## config.mk

```make
export PLATFORM = sky130hd
export DESIGN_NAME = dmux_dispatch_ctrl
export DESIGN_NICKNAME = d
export VERILOG_FILES = /design/src/rtl/dmux_dispatch_ctrl.sv
export SDC_FILE = /design/constraint.sdc
export NUM_CORES = 1
export LEC_CHECK = 0
export ABC_AREA = 1
export BUFFER_PORTS_ARGS = -buffer_cell sky130_fd_sc_hd__buf_4
export CAP_MARGIN = 20
export CORE_MARGIN = 2
export CORE_UTILIZATION = 25
export DETAILED_ROUTE_END_ITERATION = 7
export HOLD_SLACK_MARGIN = 0.02
export PLACE_DENSITY = 0.42
export SETUP_SLACK_MARGIN = 0.4
export SKIP_LAST_GASP = 1
export SYNTH_ARGS = -nofsm -noshare
export SYNTH_HDL_FRONTEND = slang
export SYNTH_SLANG_ARGS = --single-unit
```

## constraint.sdc

```tcl
create_clock -name clk -period 2.3 [get_ports clk]
set_input_delay 0.23 -clock clk [delete_from_list [all_inputs] [get_ports clk]]
set_output_delay 0.23 -clock clk [all_outputs]
set_load 0.05 [all_outputs]
```

## src/rtl/dmux_dispatch_ctrl.sv

```systemverilog
// dmux_dispatch_ctrl: sequencer for a 1x4 demux datapath.
// Takes one word at a time from a valid/ready input stream, parks it in a
// holding register and presents it to one of four channels (addressed or
// round-robin). A per-word wait counter drops a word whose channel never
// becomes ready, so a stalled channel cannot lock up the input.
module dmux_dispatch_ctrl #(
    parameter int unsigned DW      = 8,
    parameter int unsigned TIMEOUT = 16,
    parameter int unsigned CW      = 16
) (
    input  logic          clk,
    input  logic          rst_n,
    input  logic          en,
    input  logic          mode,
    input  logic          in_valid,
    output logic          in_ready,
    input  logic [DW-1:0] in_data,
    input  logic [1:0]    in_dest,
    output logic [3:0]    out_valid,
    input  logic [3:0]    out_ready,
    output logic [DW-1:0] out_data,
    output logic [1:0]    sel,
    output logic          drop,
    output logic [CW-1:0] sent_cnt
);

    typedef enum logic {
        S_IDLE = 1'b0,
        S_HOLD = 1'b1
    } state_e;

    // Wait counter only needs to reach TIMEOUT-1; TIMEOUT=0 disables dropping.
    localparam int unsigned   WW        = (TIMEOUT > 1) ? $clog2(TIMEOUT) : 1;
    localparam int unsigned   TO_LAST   = (TIMEOUT == 0) ? 0 : TIMEOUT - 1;
    localparam logic [WW-1:0] WAIT_LAST = WW'(TO_LAST);
    localparam bit            TO_EN     = (TIMEOUT != 0);

    state_e        state_q,    state_d;
    logic [DW-1:0] out_data_q, out_data_d;
    logic [1:0]    sel_q,      sel_d;
    logic [1:0]    rr_ptr_q,   rr_ptr_d;
    logic          drop_q,     drop_d;
    logic [CW-1:0] sent_cnt_q, sent_cnt_d;
    logic [WW-1:0] wait_q,     wait_d;

    logic accept;
    logic deliver;
    logic expire;

    // Handshake decode: in_ready is held low while reset is asserted.
    assign in_ready  = rst_n && en && (state_q == S_IDLE);
    assign out_valid = (state_q == S_HOLD) ? (4'b0001 << sel_q) : 4'b0000;

    assign accept  = in_valid && in_ready;
    // Only the selected channel's ready counts; the others are ignored.
    assign deliver = (state_q == S_HOLD) && out_ready[sel_q];
    // Delivery wins over an expiry landing in the same cycle.
    assign expire  = TO_EN && (state_q == S_HOLD) && !deliver && (wait_q == WAIT_LAST);

    assign out_data = out_data_q;
    assign sel      = sel_q;
    assign drop     = drop_q;
    assign sent_cnt = sent_cnt_q;

    // Next-state logic for the IDLE/HOLD sequencer and its datapath registers.
    always_comb begin
        // NOTE: every _d takes its hold value first, so no branch can leave one unassigned and infer a latch.
        state_d    = state_q;
        out_data_d = out_data_q;
        sel_d      = sel_q;
        rr_ptr_d   = rr_ptr_q;
        sent_cnt_d = sent_cnt_q;
        wait_d     = wait_q;
        drop_d     = 1'b0;

        case (state_q)
            S_IDLE: begin
                if (accept) begin
                    out_data_d = in_data;
                    sel_d      = mode ? rr_ptr_q : in_dest;
                    wait_d     = '0;
                    state_d    = S_HOLD;
                    if (mode) begin
                        rr_ptr_d = rr_ptr_q + 2'd1;
                    end
                end
            end
            S_HOLD: begin
                if (deliver) begin
                    sent_cnt_d = sent_cnt_q + CW'(1);
                    wait_d     = '0;
                    state_d    = S_IDLE;
                end else if (expire) begin
                    drop_d  = 1'b1;
                    wait_d  = '0;
                    state_d = S_IDLE;
                end else begin
                    wait_d = wait_q + WW'(1);
                end
            end
            default: begin
                state_d = S_IDLE;
            end
        endcase
    end

    // State register; reset discards any held word without a drop pulse.
    always_ff @(posedge clk or negedge rst_n) begin
        if (!rst_n) begin
            state_q    <= S_IDLE;
            out_data_q <= '0;
            sel_q      <= '0;
            rr_ptr_q   <= '0;
            drop_q     <= 1'b0;
            sent_cnt_q <= '0;
            wait_q     <= '0;
        end else begin
            // NOTE: non-blocking updates so every flop samples the pre-edge values of the others.
            state_q    <= state_d;
            out_data_q <= out_data_d;
            sel_q      <= sel_d;
            rr_ptr_q   <= rr_ptr_d;
            drop_q     <= drop_d;
            sent_cnt_q <= sent_cnt_d;
            wait_q     <= wait_d;
        end
    end

endmodule

```

== Yosys cells after proc, flatten, opt, wreduce, memory -nomap -nowiden ==
Index checks and enable logic that the tools add are counted.
Word-level totals
  bits in registers: 34
  input bits: 19
  word-level logic and storage cells: 40
Cells by class
  $add $sub $neg: 3
  magnitude comparators: 1
  eq/ne operators: 2
  shift operators: 1
  multiplexer cells: 15
  bitwise logic cells: 1
  reduce and logical (&&, ||, !) cells: 10
Operators with widths (count)
  $add A16 B1 Y16 const B: 1
  $mux W4: 4
  $pmux W4 S2: 1
  $mux W1: 7
  $logic_and A1 B1 Y1: 6
  $add A4 B1 Y4 const B: 1
  $eq A4 B4 Y1 const B: 1
  $reduce_and A2 Y1: 2
  $shl A1 B2 Y4 const A: 1
  $lt A2 B3 Y1 const B: 1
  $reduce_and A3 Y1: 1
  $add A2 B1 Y2 const B: 1
  $bmux W1 S2: 1
  $mux W2: 1
  $ne A2 B2 Y1 const B: 1
  $pmux W1 S2: 1
  $logic_not A1 Y1: 1
  $not A1 Y1: 1

== Logic depth before layout (Yosys ltp) ==
Gate-level depths: netlist (run 1).
  depth in word-level cells: 9
  mapped depth: 10
  depth with buffers taken out: 9

== Worst setup path before layout (run 1) ==
Ideal clock, no wire load.
  path type: flip-flop to output port
  start point: register sel_q[0], in the netlist sel[0]
  end point: output port out_valid[3]
  data arrival time: 1.899 ns
  required time: 2.070 ns
  setup slack: 0.171 ns
  cell stages (with the launch flop): 3
  path buffers: 0
  cells stage by stage: dfrtp_1 -> inv_2 -> nor3_1
Between the ends
  word-level cells in the longest chain between the ends: 2
Ends and longest elaborated chain
  start, declared: RTL line 40  | logic [1:0] sel_q, sel_d;
  start signal, assigned: RTL line 121  | sel_q <= sel_d;
  $shl A1 B2 Y4: RTL line 52  | assign out_valid = (state_q == S_HOLD) ? (4'b0001 << sel_q) : 4'b0000;
  $mux W4: RTL line 52
  end, declared: RTL line 19  | output logic [3:0] out_valid,
Every way passes these cells.

== Final worst setup path (run 1) ==
  start point: register state_q
  end point: output port out_valid[2]
Between the ends
  word-level cells in the longest chain between the ends: 1
Ends and longest elaborated chain
  start, declared: RTL line 38  | state_e state_q, state_d;
  start signal, assigned: RTL line 119  | state_q <= state_d;
  $mux W4: RTL line 52
Every way passes these cells.

==> impl_metrics.env, run 1 <==
export IMPL_cts_sinks=34
export IMPL_diodes=0
export IMPL_gp_congestion=0.736
export IMPL_area_growth_pct=32.5
export IMPL_yosys_top_cells_area="dfrtp_1 46%, nand2_1 21%, nand3_1 4.3%, inv_1 3.9%, nor2_1 3.9%"
export IMPL_worst_path_max_delay_cell="dfrtp_1"
export IMPL_ir_drop_uv=465
export IMPL_grt_pass1_vias=1651
export IMPL_fin_crit_sh_pct=73.9
export IMPL_final_setup_viol_count=0
export IMPL_first_iter_violations=73
export IMPL_numCtsBuffers=5
export IMPL_drv_slew=0
export IMPL_ys_types=24
export IMPL_rsz0062_at_grt="no"
export IMPL_synth_main_ff_cell="dfrtp_1"
export IMPL_fmax_mhz=588
export IMPL_grt_ovfl_total=0
export IMPL_layout_common_cells="102 x nand2_1, 51 x buf_4, 34 x dfrtp_1"
export IMPL_crit_arrival_ps=1470
export IMPL_cts_tree="built"
export IMPL_min_delay_start="in_data[6]"
export IMPL_antenna_left=0
export IMPL_avgViaCountPerCell=4.25
export IMPL_io_buffer_count=50
export IMPL_yosys_area_top_type="dfrtp_1"
export IMPL_die_h_um=90.0
export IMPL_wl_per_cell_um=11.9
export IMPL_synthCells=243
export IMPL_ys_seq_area_share_pct=46.1
export IMPL_async_reset_ff_share_pct=100
export IMPL_synth_warnings=0
export IMPL_io_pins=51
export IMPL_cp_startpoint="state_q$_DFF_PN0_"
export IMPL_drt_wl_total_um=4730
export IMPL_htreeDepth=2
export IMPL_max_cap_violations=0
export IMPL_worst_slew_pin_transition_ps=454
export IMPL_yosys_register_bits=34
export IMPL_synth_nets=264
export IMPL_grt_pass1_wl_um=8090
export IMPL_cp_required_ps=2070
export IMPL_fp_dieArea_um2=8090
export IMPL_whs_ps=134
export IMPL_fin_ws_ps=600
export IMPL_critPathMaxFanout=8
export IMPL_power_w=0.00284
export IMPL_r2r_start="state_q$_DFF_PN0_"
export IMPL_grt_max_degree=35
export IMPL_crit_chain="inv_1 > nor3_2 > buf_4"
export IMPL_slowest_delay_ps=520
export IMPL_status="complete, no violations"
export IMPL_avgSynthCellArea_um2=7.60
export IMPL_cts_repair_resized=0
export IMPL_hp_class="input port to flip-flop"
export IMPL_synth_top_area_share_pct=46.1
export IMPL_vias=1686
export IMPL_antenna_found_initial=0
export IMPL_slew_headroom_pct=69.8
export IMPL_dr_pass1_iters=4
export IMPL_layout_commonest_cell="nand2_1"
export IMPL_synth_edf_count=0
export IMPL_final_layout_size_suffix_gt1_share_pct=24.8
export IMPL_post_dp_hpwl_um=3510
export IMPL_critPathCaptureType="output pin"
export IMPL_p_leak_nw=1.25
export IMPL_post_place_ws_ps=706
export IMPL_clock_latency_ps=280
export IMPL_drc_errors=0
export IMPL_grt_total_usage_pct=12.3
export IMPL_syn_cell_area_um2=1850
export IMPL_final_nets=318
export IMPL_die_x_um=90.0
export IMPL_path_clk_slew_ps=80
export IMPL_row_count=31
export IMPL_clk_path_buf_depth=2
export IMPL_cts_root_buf="clkbuf_8"
export IMPL_fin_crit_ps=1700
export IMPL_setup_tns_ps=0
export IMPL_powerDensity_nw_per_um2=1160
export IMPL_cp_start_kind="flip-flop"
export IMPL_fin_skew_ps=6.98
export IMPL_crit_type="flip-flop to output pin"
export IMPL_initial_core_util_pct=25.6
export IMPL_finalHoldViolCount=0
export IMPL_coreArea_um2=7210
==> final cells by class <==
type | instances | area, µm²
Fill cell | 809 | 4770
Multi-Input combinational cell | 183 | 885
Sequential cell | 34 | 851
Timing Repair Buffer | 52 | 393
Tap cell | 99 | 124
Inverter | 21 | 81.3
Clock buffer | 5 | 68.8
Clock inverter | 3 | 45.0
==> state kept, by name, summed over array words and instances (netlist names) <==
register and flops:
rr_ptr_q 2, sel 2, sent_cnt 16, wait_q 4, out_data 8, drop 1, state_q 1
==> report_power, final <==
part	switching, W	internal (W)
Combinational	0.000917	0.000391
Sequential	0.000214	0.000768
Clock	0.000231	0.000322
Total	0.00136	0.00148
==> synthesized netlist by cell type (2+ instances only) <==
cell type    n
a21oi_1      2
buf_6        2
dfrtp_1     34
ha_1         2
inv_1       19
nand2_1    102
nand2_2      4
nand3_1     16
nand4_1      9
nor2_1      19
nor3_1       4
o21ai_0      9
o21ai_1      2
o21ai_2      2
xnor2_1      6
xor2_1       3
==> worst max-delay path, delay by kind of cell (launching register included) <==
| kind | cells | cell delay (ps) |
|---|---|---|
| flops | 1 | 520 |
| simple gates | 1 | 210 |
| buf+inv | 2 | 460 |
==> per-stage QoR <==
step / utilization (%) / instances / instance area, µm²
finish: 33.9 / 397 / 2450
CTS: 33.9 / 397 / 2450
floorplan: - / 243 / 1870
global placement: 32.2 / 388 / 2320
global route: 33.9 / 397 / 2450
detailed placement: 32.2 / 388 / 2320
==> worst paths after layout <==
path / end / cells after the start / slack (ps)
worst max register to register: rr_ptr_q[0]$_DFFE_PN0P_ / 5 / 760
min in group asynchronous: out_data[2]$_DFFE_PN0P_ / 3 / 560
worst max-delay path: out_valid[2] / 3 / 600
max in group asynchronous: sent_cnt[10]$_DFFE_PN0P_ / 3 / 1410
worst min-delay path: out_data[6]$_DFFE_PN0P_ / 3 / 130
worst min register to register: rr_ptr_q[1]$_DFFE_PN0P_ / 1 / 470
==> kinds of logic (layout without fill, tap and decap cells) <==
group	count (synthesis)	after routing	synth area share [%]
compound gates	15	15	4.47
xor+xnor	9	9	4.27
fa+ha+maj	2	2	1.35
buf+inv	26	81	7.11
flops	34	34	46.1
simple gates	157	157	36.7
==> layer usage <==
metal  vias to the layer above  wire (µm)  GRT usage [%]
li1                        880          -              -
met1                       772       2260           16.7
met2                        32       2300           20.0
met3                         2        124           2.26
met4                         0         43           3.85
met5                         -          0              0
==> what timing repair did <==
action,CTS,global route
hold buffers,1,0
hold endpoints to repair,12,0
buffers inserted,0,0
Note: power is estimated with default switching activity, not from simulation.
==> run 2, diff against run 1 <==
Settings changed: ABC_AREA 1 to 0, PLACE_DENSITY 0.42 to 0.43.
Clock period 2.3 ns to 1.6 ns, I/O delays scaled along.
==> run 2 against run 1 <==
Compared with the run above:
- clock power rose by 39%
- worst setup slack got worse by 420 ps
- sequential power grew 32%
- sequential share of layout area rose by 0.45 points
- synthesized area is 14% lower
- critical path depth rose by 1
- core utilization increased by 6.9 points
- count of clock-buffer cells in the layout increased by 2
- cell area up 0.61%
- die area shrank 14%
- clock skew decreased by 3.6 ps
- worst hold slack got worse by 54 ps
- largest cell class is now flip-flops and latches
- largest power group unchanged
==> impl_metrics.env, run 2 <==
export IMPL_status="complete, no violations"
export IMPL_cp_required_ps=1770
export IMPL_avgSynthCellArea_um2=10.4
export IMPL_dp_cells=277
export IMPL_grt_use_met2_pct=21.4
export IMPL_grt_pass1_vias=1474
export IMPL_r2r_start="sel[1]$_DFFE_PN0P_"
export IMPL_power_switching_share_pct=40.0
export IMPL_muxShareOfSynthArea_pct=4.04
export IMPL_ys_types=32
export IMPL_slowest_delay_ps=460
export IMPL_worst_slew_pin_transition_ps=438
export IMPL_crit_chain="mux2i_1 > o22ai_2 > buf_12 > mux2_2"
export IMPL_synthAdderAreaFrac_pct=1.58
export IMPL_gp_congestion=0.761
export IMPL_p_switching_w=0.00141
export IMPL_avgViaCountPerCell=4.49
export IMPL_io_pins=51
export IMPL_fin_skew_ps=3.37
export IMPL_area_growth_pct=55.8
export IMPL_synth_nets=173
export IMPL_initial_core_util_pct=26.2
export IMPL_slew_headroom_pct=70.8
export IMPL_post_dp_hpwl_um=2870
export IMPL_p_clk_share_pct=21.8
export IMPL_largest_register_ffs=16
export IMPL_synth_warnings=0
export IMPL_intPower_w=0.00211
export IMPL_synth_top_family_by_area="simple AND/OR/NAND/NOR gates"
export IMPL_layout_common_cells="52 x buf_4, 25 x nand2_1, 21 x dfrtp_1"
export IMPL_diodes=0
export IMPL_synthTopCellsByCount="36 x nand2_1, 34 x dfrtp_1, 15 x xnor2_1"
export IMPL_cts_tree="built"
export IMPL_drc_errors=0
export IMPL_io_buffer_count=50
export IMPL_critPathMaxFanout=16
export IMPL_cts_root_buf="clkbuf_8"
export IMPL_clock_latency_ps=280
export IMPL_yosysMostFrequentCell="nand2_1"
export IMPL_p_leak_nw=1.14
export IMPL_cts_sinks=34
export IMPL_grt_ovfl_total=0
export IMPL_fin_crit_ps=1420
export IMPL_grt_pass1_wl_um=7040
export IMPL_fin_crit_sh_pct=88.5
export IMPL_multi_input_area_um2=816
export IMPL_grtUsageMet1_pct=15.3
export IMPL_p_comb_share_pct=41.2
export IMPL_yosys_area_top_type="dfrtp_1"
export IMPL_crit_arrival_ps=1580
export IMPL_die_x_um=83.5
export IMPL_coreArea_um2=6030
export IMPL_grt_max_degree=35
export IMPL_synth_main_ff_cell="dfrtp_1"
export IMPL_min_delay_start="in_data[5]"
export IMPL_regArea_um2=867
export IMPL_synth_top_area_share_pct=53.8
export IMPL_final_setup_viol_count=0
export IMPL_antenna_found_initial=0
export IMPL_final_nets=241
export IMPL_drv_slew=0
export IMPL_fmax_mhz=707
export IMPL_final_cells=296
export IMPL_cp_start_kind="flip-flop"
export IMPL_wl_per_cell_um=13.9
export IMPL_worst_path_max_delay_cell="dfrtp_2"
export IMPL_yosys_top_cells_area="dfrtp_1 54%, nand2_1 8.6%, xnor2_1 8.3%, nand4_1 3.6%, nor2_1 2.1%"
export IMPL_critPathCaptureType="flip-flop"
export IMPL_pwr_share_seq_pct=37.0
export IMPL_synth_compound_area_share_pct=4.59
export IMPL_drt_wl_total_um=4120
export IMPL_htreeDepth=2
export IMPL_finalHoldViolCount=0
export IMPL_synth_edf_count=0
export IMPL_fp_dieArea_um2=6970
export IMPL_synthXorXnorAreaFrac_pct=9.42
export IMPL_fillers=606
export IMPL_path_clk_slew_ps=70
export IMPL_powerDensity_nw_per_um2=1430
export IMPL_rsz0062_at_grt="yes"
export IMPL_die_h_um=83.5
export IMPL_synthCells=152
export IMPL_antenna_left=0
export IMPL_crit_type="flip-flop to flip-flop"
export IMPL_syn_cell_area_um2=1580
export IMPL_numCtsBuffers=5
export IMPL_use_met3_pct=3.26
export IMPL_cp_startpoint="sel[1]$_DFFE_PN0P_"
export IMPL_dr_pass1_iters=4
export IMPL_clk_path_buf_depth=2
export IMPL_first_iter_violations=62
export IMPL_grt_total_usage_pct=12.5
export IMPL_setup_tns_ps=0
export IMPL_hp_class="input port to flip-flop"
export IMPL_final_layout_size_suffix_gt1_share_pct=51.6
export IMPL_grt_busiest_layer="met2"
export IMPL_synth_simple_area_share_pct=23.4
export IMPL_max_cap_violations=0
export IMPL_row_count=28
export IMPL_ir_drop_uv=723
export IMPL_ys_seq_area_share_pct=53.8
export IMPL_yosys_register_bits=34
export IMPL_vias=1330
export IMPL_layout_commonest_cell="buf_4"
export IMPL_async_reset_ff_share_pct=100
[run 2: cell types whose count changed after synthesis, sizes merged, moves of 2 or more]
cell    before  now
nor2        20    9
mux2i        0    3
nand3       16    3
nand2      107   37
xnor2        6   15
and3         0    5
inv         21    4
nand4b       0    2
buf          5    3
o21ai       13    3
nand2b       0    4
clkbuf       0    2
nor3         4    1
[run 2: cells by family (layout without fill, tap and decap cells)]
| group | count (synthesis) | after routing |
|---|---|---|
| buf+inv | 9 | 77 |
| xor+xnor | 17 | 17 |
| mux | 5 | 5 |
| compound gates | 11 | 11 |
| fa+ha+maj | 2 | 2 |
| simple gates | 74 | 75 |
| flops | 34 | 34 |
[run 2: critical path, delay by kind of cell, from the launching register on]
kind / cells / cell delay [ps]
multiplexers: 2 / 480
flip-flops: 1 / 460
AO/OA/AOI/OAI: 1 / 190
buffers and inverters: 1 / 170
[run 2: power groups by stage]
stage               Sequential [W]  Combinational [W]  Clock (W)
floorplan                  0.00167           0.000465          0
global placement           0.00129            0.00122          0
detailed placement         0.00131            0.00124          0
CTS                        0.00130            0.00140   0.000794
global route               0.00134            0.00153   0.000858
finish                     0.00130            0.00145   0.000767
[run 2: layout make-up]
cell class / instances / area share, %
sequential: 34 / 35.2
multi-input combinational: 110 / 33.1
timing repair buffer: 65 / 22.9
clock buffer: 7 / 3.10
tap: 75 / 3.81
clock inverter: 1 / 1.22
inverter: 4 / 0.610
[run 2: repair_timing]
action                     CTS  global route
hold endpoints to repair    34             0
setup endpoints to repair   39            41
setup buffers                8             1
cloned                       1             0
hold buffers                 1             0
pin swaps                   21             4
gates resized for setup     29             9
[run 2: metrics by stage]
stage / setup WS [ps] / hold slack (ps) / power (W) / cell area, µm² / utilization, %
5_1_grt: 134 / 67.4 / 0.00373 / 2460 / 40.9
3_5_place_dp: 123 / 261 / 0.00255 / 2120 / 35.1
4_1_cts: 189 / 70.1 / 0.00349 / 2420 / 40.1
3_3_place_gp: 147 / 256 / 0.00251 / 2120 / 35.1
2_1_floorplan: -7.65 / -136 / 0.00214 / 1630 / -
6_report: 185 / 79.8 / 0.00352 / 2460 / 40.9
[run 2: path summary, 6_finish.rpt]
path | endpoint | slack (ps) | depth (start not counted)
worst max-delay path | sent_cnt[1]$_DFFE_PN0P_ | 180 | 4
worst min-delay path | out_data[5]$_DFFE_PN0P_ | 80 | 3
worst max register to register | sent_cnt[1]$_DFFE_PN0P_ | 180 | 4
worst min register to register | rr_ptr_q[1]$_DFFE_PN0P_ | 470 | 1
max in group asynchronous | sel[0]$_DFFE_PN0P_ | 780 | 3
min in group asynchronous | rr_ptr_q[1]$_DFFE_PN0P_ | 490 | 3
[run 2: per-layer routing]
metal | up-vias | routed length, µm
li1 | 650 | -
met5 | - | 0
met3 | 2 | 151
met2 | 21 | 2160
met1 | 657 | 1790
met4 | 0 | 22
==> run 3, diff against run 2 <==
Settings changed: ABC_AREA 0 to 1, PLACE_DENSITY 0.43 to 0.42.
==> run 3 against run 2 <==
Compared with the run above:
- sequential cell count unchanged
- clock skew down 0.83 ps
- worst setup slack better by 11 ps
- via count up 31%
- core utilization down 2.8 points
- count of clock-buffer cells in the layout up 1
- sequential power up 14%
- register-to-register slack better by 40 ps
- wire length up 23%
- cell count up 38%
==> impl_metrics.env, run 3 (synthesis results as in run 1) <==
export IMPL_status="complete, no violations"
export IMPL_avgViaCountPerCell=4.27
export IMPL_row_count=31
export IMPL_initial_core_util_pct=25.6
export IMPL_diodes=0
export IMPL_path_clk_slew_ps=70
export IMPL_cp_required_ps=1440
export IMPL_cts_sinks=34
export IMPL_fin_skew_ps=2.54
export IMPL_area_growth_pct=48.7
export IMPL_fin_crit_ps=1400
export IMPL_drt_wl_total_um=5060
export IMPL_grt_ovfl_total=0
export IMPL_die_h_um=90.0
export IMPL_htreeDepth=2
export IMPL_max_cap_violations=0
export IMPL_clk_path_buf_depth=2
export IMPL_cts_root_buf="clkbuf_8"
export IMPL_fin_crit_sh_pct=87.7
export IMPL_worst_path_max_delay_cell="dfrtp_2"
export IMPL_drc_errors=0
export IMPL_rsz0062_at_grt="yes"
export IMPL_crit_arrival_ps=1240
export IMPL_hp_class="input port to flip-flop"
export IMPL_wl_per_cell_um=12.4
export IMPL_critPathMaxFanout=9
export IMPL_grt_pass1_vias=1753
export IMPL_fp_dieArea_um2=8090
export IMPL_io_buffer_count=50
export IMPL_first_iter_violations=43
export IMPL_p_leak_nw=1.33
export IMPL_cp_start_kind="flip-flop"
export IMPL_grt_max_degree=35
export IMPL_vias=1743
export IMPL_grt_total_usage_pct=13.2
export IMPL_slowest_delay_ps=430
export IMPL_fmax_mhz=712
export IMPL_finalHoldViolCount=0
export IMPL_grt_pass1_wl_um=8720
export IMPL_die_x_um=90.0
export IMPL_critPathCaptureType="output pin"
export IMPL_largest_register_ffs=16
export IMPL_ir_drop_uv=698
export IMPL_gp_congestion=0.713
export IMPL_clock_latency_ps=280
export IMPL_drv_slew=0
export IMPL_post_dp_hpwl_um=3390
export IMPL_final_layout_size_suffix_gt1_share_pct=37.9
export IMPL_layout_common_cells="96 x nand2_1, 50 x buf_4, 20 x dfrtp_1"
export IMPL_antenna_found_initial=0
export IMPL_slew_headroom_pct=69.6
export IMPL_antenna_left=0
export IMPL_worst_slew_pin_transition_ps=456
export IMPL_final_nets=329
export IMPL_coreArea_um2=7210
export IMPL_cts_tree="built"
export IMPL_io_pins=51
export IMPL_numCtsBuffers=5
export IMPL_layout_commonest_cell="nand2_1"
export IMPL_setup_tns_ps=0
export IMPL_place_area_um2=2430
export IMPL_crit_type="flip-flop to output pin"
export IMPL_final_setup_viol_count=0
export IMPL_dr_pass1_iters=4
export IMPL_finalInstanceArea_um2=2750
export IMPL_powerDensity_nw_per_um2=1660
export IMPL_crit_chain="buf_4 > nor2_4 > buf_8"
run 3: cell count changes in the layout (fill, tap and decap cells not counted), moves of 4 or more:
| cell | previous run | this run |
|---|---|---|
| nand2_1 | 25 | 96 |
| nand3_1 | 3 | 15 |
| nor2_1 | 2 | 14 |
| inv_1 | 4 | 15 |
| xnor2_1 | 15 | 6 |
| o21ai_1 | 2 | 8 |
| and3_1 | 4 | 0 |
| nor3_4 | 0 | 4 |
run 3: per-stage QoR:
step / worst slack, ps / hold slack, ps / power [W] / std cells / util, %
floorplan: 196 / -136 / 0.00294 / 243 / -
global placement: 91.2 / 251 / 0.00349 / 390 / 33.7
detailed placement: 93.1 / 259 / 0.00349 / 390 / 33.7
CTS: 189 / 58.8 / 0.00443 / 403 / 36.6
global route: 135 / 73.5 / 0.00486 / 408 / 38.1
finish: 196 / 67.9 / 0.00456 / 408 / 38.1
run 3: per-layer routing:
layer	vias to the layer above	GRT usage, %	part of all wire, %
li1	905	-	-
met1	799	17.3	46
met2	34	21.8	49
met3	5	2.60	3.2
met4	0	4.23	1.2
met5	-	0	0
run 3: final timing paths:
check	depth (start not counted)	to	slack (ps)	startpoint
worst max-delay path	3	in_ready	200	state_q$_DFF_PN0_
worst max register to register	8	sent_cnt[3]$_DFFE_PN0P_	220	sel[0]$_DFFE_PN0P_
worst min-delay path	3	out_data[3]$_DFFE_PN0P_	70	in_data[3]
worst min register to register	1	rr_ptr_q[1]$_DFFE_PN0P_	460	rr_ptr_q[1]$_DFFE_PN0P_
max in group asynchronous	3	sel[1]$_DFFE_PN0P_	780	rst_n
min in group asynchronous	3	out_data[6]$_DFFE_PN0P_	470	rst_n
run 3: final cells by class:
| class | instances | area, µm² |
|---|---|---|
| Timing Repair inverter | 1 | 11.3 |
| Inverter | 21 | 110 |
| Multi-Input combinational cell | 185 | 1020 |
| Timing Repair Buffer | 60 | 499 |
| Sequential cell | 34 | 873 |
| Clock buffer | 8 | 110 |
| Fill cell | 766 | 4470 |
| Tap cell | 99 | 124 |
run 3: critical path, delay by kind of cell (launching register included):
kind	cells	cell delay (ps)
flip-flops	1	430
AND/OR/NAND/NOR	1	150
buffers and inverters	2	380
run 3: repair_timing:
| action | 4_1_cts | 5_1_grt |
|---|---|---|
| cloned | 2 | 1 |
| pin swaps | 3 | 4 |
| hold endpoints to repair | 34 | 0 |
| resized for setup | 17 | 20 |
| setup buffers | 2 | 4 |
| endpoints found under the setup margin | 40 | 41 |
| hold buffers | 1 | 0 |
run 3: power by group:
part	internal [W]	leakage [nW]	total, W	switching (W)
Combinational	0.000777	0.848	0.00233	0.00155
Sequential	0.00114	0.421	0.00148	0.000339
Clock	0.000435	0.0575	0.000756	0.000321
